$ cat src/rtl/generic_fifo_pkg.sv
// rtl/generic_fifo_pkg.sv - shared level encodings and depth helper for generic_fifo_sc
package generic_fifo_pkg;

  localparam logic [1:0] LVL_LT25 = 2'b00;
  localparam logic [1:0] LVL_LT50 = 2'b01;
  localparam logic [1:0] LVL_LT75 = 2'b10;
  localparam logic [1:0] LVL_GE75 = 2'b11;

  function automatic int fifo_depth(input int aw);
    return 1 << aw;
  endfunction

endpackage

$ cat src/rtl/generic_fifo_sc_ram.sv
// rtl/generic_fifo_sc_ram.sv - 2**aw x dw register array, sync write port, registered read port
module generic_fifo_sc_ram
  import generic_fifo_pkg::*;
#(
  parameter int dw = 8,
  parameter int aw = 8
) (
  input  logic          clk,
  input  logic          rst,
  input  logic          we,
  input  logic [aw-1:0] waddr,
  input  logic [dw-1:0] wdata,
  input  logic          re,
  input  logic [aw-1:0] raddr,
  output logic [dw-1:0] rdata
);

  localparam int DEPTH = fifo_depth(aw);

  logic [dw-1:0] mem [DEPTH];

  // Storage is deliberately left unreset; only the output register clears.
  always_ff @(posedge clk) begin
    if (we) mem[waddr] <= wdata;
  end

  always_ff @(posedge clk or negedge rst) begin
    if (!rst)    rdata <= '0;
    else if (re) rdata <= mem[raddr];
  end

endmodule

$ cat src/rtl/generic_fifo_sc.sv
// rtl/generic_fifo_sc.sv - single-clock FIFO with threshold flags; GENERIC_FIFO_SC_ERR_EN adds sticky overflow/underflow
module generic_fifo_sc
  import generic_fifo_pkg::*;
#(
  parameter int dw = 8,
  parameter int aw = 8,
  parameter int n  = 32
) (
  input  logic          clk,
  input  logic          rst,
  input  logic          clr,
  input  logic [dw-1:0] din,
  input  logic          we,
  output logic [dw-1:0] dout,
  input  logic          re,
  output logic          full,
  output logic          empty,
  output logic          full_r,
  output logic          empty_r,
  output logic          full_n,
  output logic          empty_n,
  output logic          full_n_r,
  output logic          empty_n_r,
  output logic [1:0]    level
`ifdef GENERIC_FIFO_SC_ERR_EN
  ,
  output logic          overflow,
  output logic          underflow
`endif
);

  localparam int DEPTH = fifo_depth(aw);
  localparam logic [aw:0] CNT_FULL   = (aw+1)'(DEPTH);
  localparam logic [aw:0] FULL_N_TH  = (aw+1)'(DEPTH - n);
  localparam logic [aw:0] EMPTY_N_TH = (aw+1)'(n);
  localparam logic [aw:0] Q1         = (aw+1)'(DEPTH / 4);
  localparam logic [aw:0] Q2         = (aw+1)'(DEPTH / 2);
  localparam logic [aw:0] Q3         = (aw+1)'((3 * DEPTH) / 4);

  logic [aw-1:0] wp, rp;
  logic [aw:0]   cnt, cnt_nxt;
  logic          wr, rd;

  // clr outranks both ports, so neither memory nor dout moves on a clear edge.
  assign wr = we & ~full & ~clr;
  assign rd = re & ~empty & ~clr;

  always_comb begin
    cnt_nxt = cnt;
    if (clr)             cnt_nxt = '0;
    else if (wr && !rd)  cnt_nxt = cnt + 1'b1;
    else if (rd && !wr)  cnt_nxt = cnt - 1'b1;
  end

  always_ff @(posedge clk or negedge rst) begin
    if (!rst) begin
      wp  <= '0;
      rp  <= '0;
      cnt <= '0;
    end else begin
      cnt <= cnt_nxt;
      if (clr) begin
        wp <= '0;
        rp <= '0;
      end else begin
        if (wr) wp <= wp + 1'b1;
        if (rd) rp <= rp + 1'b1;
      end
    end
  end

  assign full    = (cnt == CNT_FULL);
  assign empty   = (cnt == '0);
  assign full_n  = (cnt >= FULL_N_TH);
  assign empty_n = (cnt <= EMPTY_N_TH);

  // Registered flags decode the next count so they track the live flags without lag.
  always_ff @(posedge clk or negedge rst) begin
    if (!rst) begin
      full_r    <= 1'b0;
      empty_r   <= 1'b1;
      full_n_r  <= 1'b0;
      empty_n_r <= 1'b1;
    end else begin
      full_r    <= (cnt_nxt == CNT_FULL);
      empty_r   <= (cnt_nxt == '0);
      full_n_r  <= (cnt_nxt >= FULL_N_TH);
      empty_n_r <= (cnt_nxt <= EMPTY_N_TH);
    end
  end

  always_comb begin
    level = LVL_GE75;
    if (cnt < Q1)      level = LVL_LT25;
    else if (cnt < Q2) level = LVL_LT50;
    else if (cnt < Q3) level = LVL_LT75;
  end

  generic_fifo_sc_ram #(.dw(dw), .aw(aw)) u_ram (
    .clk   (clk),
    .rst   (rst),
    .we    (wr),
    .waddr (wp),
    .wdata (din),
    .re    (rd),
    .raddr (rp),
    .rdata (dout)
  );

`ifdef GENERIC_FIFO_SC_ERR_EN
  always_ff @(posedge clk or negedge rst) begin
    if (!rst) begin
      overflow  <= 1'b0;
      underflow <= 1'b0;
    end else if (clr) begin
      overflow  <= 1'b0;
      underflow <= 1'b0;
    end else begin
      if (we && full)  overflow  <= 1'b1;
      if (re && empty) underflow <= 1'b1;
    end
  end
`endif

endmodule

$ cat config.mk
export PLATFORM = sky130hd
export DESIGN_NAME = generic_fifo_sc
export DESIGN_NICKNAME = d
export VERILOG_FILES = /design/src/rtl/generic_fifo_pkg.sv /design/src/rtl/generic_fifo_sc_ram.sv /design/src/rtl/generic_fifo_sc.sv
export SDC_FILE = /design/constraint.sdc
export NUM_CORES = 2
export LEC_CHECK = 0
export ABC_AREA = 1
export BUFFER_PORTS_ARGS = -buffer_cell sky130_fd_sc_hd__buf_2
export CORE_MARGIN = 2
export CORE_UTILIZATION = 57
export DETAILED_ROUTE_END_ITERATION = 8
export MAX_ROUTING_LAYER = met4
export PLACE_DENSITY = 0.72
export SLEW_MARGIN = 20
export SYNTH_ARGS = -nofsm -noshare
export SYNTH_HDL_FRONTEND = slang
export SYNTH_SLANG_ARGS = --single-unit
$ cat constraint.sdc
create_clock -name clk -period 2.5 [get_ports clk]
set_input_delay 0.25 -clock clk [delete_from_list [all_inputs] [get_ports clk]]
set_output_delay 0.25 -clock clk [all_outputs]
set_load 0.1 [all_outputs]
==> run metrics <==
CP Capture Type=flip-flop; Compound-Gate Fraction of Synth Area=1.79%; RSZ-0062 raised after global routing=true; vias in the first global route=58133; CP Max Fanout=11; clk sinks=roughly 2100; Distinct cells, synth=42; Worst Slack Setup Final=-0.0281 ns; DRC errors left=0; Slew headroom=between 30% and 40%; WL/cell=25.0 um; RR Endpoint=u_ram.rdata[0]$_DFFE_PN0P_; Tot GR Track Use=~33%; worst vdd ir=915 uV; CTS root buffer=clkbuf_16; initial antenna violation count=7; CP required=3.23 ns; RR Startpoint=rp[0]$_DFFE_PN0P_; Post-DP HPWL=roughly 150000 um; io pins=31; area of the mapped netlist=85400 um2; max-slew violations=0; chip width=391 um; status=finished, violations left; cell taking the most area after synthesis=edfxtp_1; Final Hold Viols=0; H-tree levels=4; final hold slack=roughly 0.073 ns; dominant cells by area after synthesis=edfxtp_1, nand2_1, nand3_1; post-synthesis sequential area ratio=73.1%; Clock Skews=~0.038 ns; final setup vio count=5; Setup crit start kind=flip-flop; Synth warnings=0; first-iteration detailed-routing DRC count=approximately 9500; layout cells sized above 1=between 10% and 20%; Clock transition at path regs=around 0.060 ns; Initial DRT Pass Iterations=9; I/O Buffers=30; R2R cell count=14; core outline area=between 100000 and 150000 um2; Worst-Skew Late Latency=approximately 0.86 ns; Max clock buf depth=3; XOR/XNOR share of the synthesized area=0.0924%; fmax=396 MHz; Tcrit/Tclk final=101%; Post-Synthesis Cells=around 7400; violated checks=setup timing; vias per cell=roughly 6.1; via count=60899; flop2flop setup slack=-0.03 ns; area added between synthesis and finish=17.8%; post-route ant nets=0; Syn Area/Cell=~12 um2; TritonCTS clock tree=built; Remaining Overflow, GRT=0; die area=153000 um2; Post-Synth Simple-Gate Area=between 20 and 25%; total power draw=roughly 79000 uW; crit path DAT=between 3 and 4 ns; Final #Nets=7899; gpl congestion=just over 0.9; post-synthesis mux area share=0%; CP startpoint=rp[0]$_DFFE_PN0P_; post-layout minimum cycle time=around 2.5 ns; synthesized flop and latch total=approximately 2100; HP Class=input port to asynchronous set/reset pin; type of the worst setup path=flip-flop to flip-flop; first-pass GRT wire length=around 370000 um; largest net degree at the start of global routing=95; final core utilization=between 60% and 70%; Starting Density=57.2%; worst setup path endpoint=u_ram.rdata[0]$_DFFE_PN0P_; row cnt=between 100 and 150; largest family of logic cells by synthesized area=simple AND/OR/NAND/NOR gates; Die Y=~400 um; adder-cell area share of the yosys netlist=0.103%; Max-Cap Viols=0; Post-Syn Nets=roughly 7400; TritonCTS Buffers=199; Leak=around 0.038 uW; share of the synthesized area in the top cell type=approximately 72%; actual slew at the worst max-slew pin=~0.9 ns; Power Dens Cells=786 nW/um2; total wire length=approximately 250000 um
[placed cells by master (no fill, tap or decap), types with 44 or more instances in the layout]
master        n
a21oi_1     250
buf_12      106
buf_4       515
clkbuf_1     44
clkbuf_16   208
clkinv_1     46
edfxtp_1   2048
nand2_1    2856
nand3_1    1184
nand3_2     114
nor2_1      285
[worst max-delay path, cell delays in order (launching register included)]
cell	delay, ns
dfrtp_4	0.60
inv_16	0.13
buf_4	0.17
clkbuf_16	0.17
buf_4	0.16
nand2_1	0.06
nand3_1	0.11
nand3_1	0.14
nand3_1	0.13
nand3_2	0.11
nand3_2	0.15
nand3_1	0.15
nand3_2	0.15
nand3_1	0.12
nand2_1	0.05
[state kept, by name (all words and copies together) (netlist names)]
register and flops:
cnt 9, empty_n_r 1, empty_r 1, full_n_r 1
full_r 1, rp 8, u_ram.mem 2048, u_ram.rdata 8
wp 8
[synth_stat cells, drive strengths merged]
cell type	count
dfrtp	35
a21oi	259
o32ai	1
a2111oi	1
nor2	299
buf	336
dfstp	2
inv	51
a31oi	1
o21ai	14
edfxtp	2048
or2	1
ha	7
nand2	2870
a21boi	8
clkinv	5
clkbuf	127
o22ai	1
nand3	1315
nor3	7
nand4	14
xnor2	1
xor2	8
o211ai	7
[stage by stage]
step / cell area (um2) / setup WS (ns) / setup TNS, ns / cells
finish: 101000 / -0.0281 / -0.0709 / 9992
CTS: 99400 / -0.00809 / -0.00925 / 9957
global placement: 92100 / -0.297 / -9.01 / 9551
global route: 101000 / -0.0628 / -0.421 / 9988
floorplan: 85400 / 0.0125 / 0 / 7418
detailed placement: 92100 / -0.302 / -21.47 / 9551
[final cells by class]
class	count	area (um2)
antenna	7	17.5
clock buffer	244	5170
clock inverter	119	1110
fill	10418	48700
inverter	56	273
multi-input combinational	4814	21300
sequential	2085	62400
tap	1944	2430
timing repair buffer	721	7750
timing repair inverter	2	17.5
[routing by layer]
metal / global-route usage, % / part of all wire (%) / vias up
met5: - / 0 / -
met4: 12.6 / 3.9 / 0
met3: 5.66 / 12 / 585
met2: 50.5 / 46 / 4108
met1: 45.9 / 38 / 29487
li1: - / - / 26719
[power by group]
| part | internal (uW) | switching, uW |
|---|---|---|
| Clock | 16400 | 13000 |
| Combinational | 3530 | 7380 |
| Sequential | 38500 | 234 |
[repair_timing]
item,CTS,global route
endpoints found under the setup margin,550,57
resized for setup,76,146
hold buffers,12,0
gates cloned,16,8
buffers inserted,15,21
hold endpoints to repair,491,0
pin swaps,9,27
[cells by family after synthesis]
| family | count (synthesis) |
|---|---|
| compound gates | 292 |
| flops | 2085 |
| fa+ha+maj | 7 |
| buf+inv | 519 |
| simple gates | 4506 |
| xor+xnor | 9 |
[worst min-delay path by stage]
stage                                  end  cells past startpoint  from
final                     cnt[8]$_DFF_PN0_                      2   rst
after global routing      cnt[8]$_DFF_PN0_                      2   rst
after CTS                 cnt[8]$_DFF_PN0_                      2   rst
after detailed placement  cnt[8]$_DFF_PN0_                      1   rst
after global placement    cnt[8]$_DFF_PN0_                      1   rst
after floorplan           cnt[0]$_DFF_PN0_                      0   rst
Power figures use the tool's default switching activity.
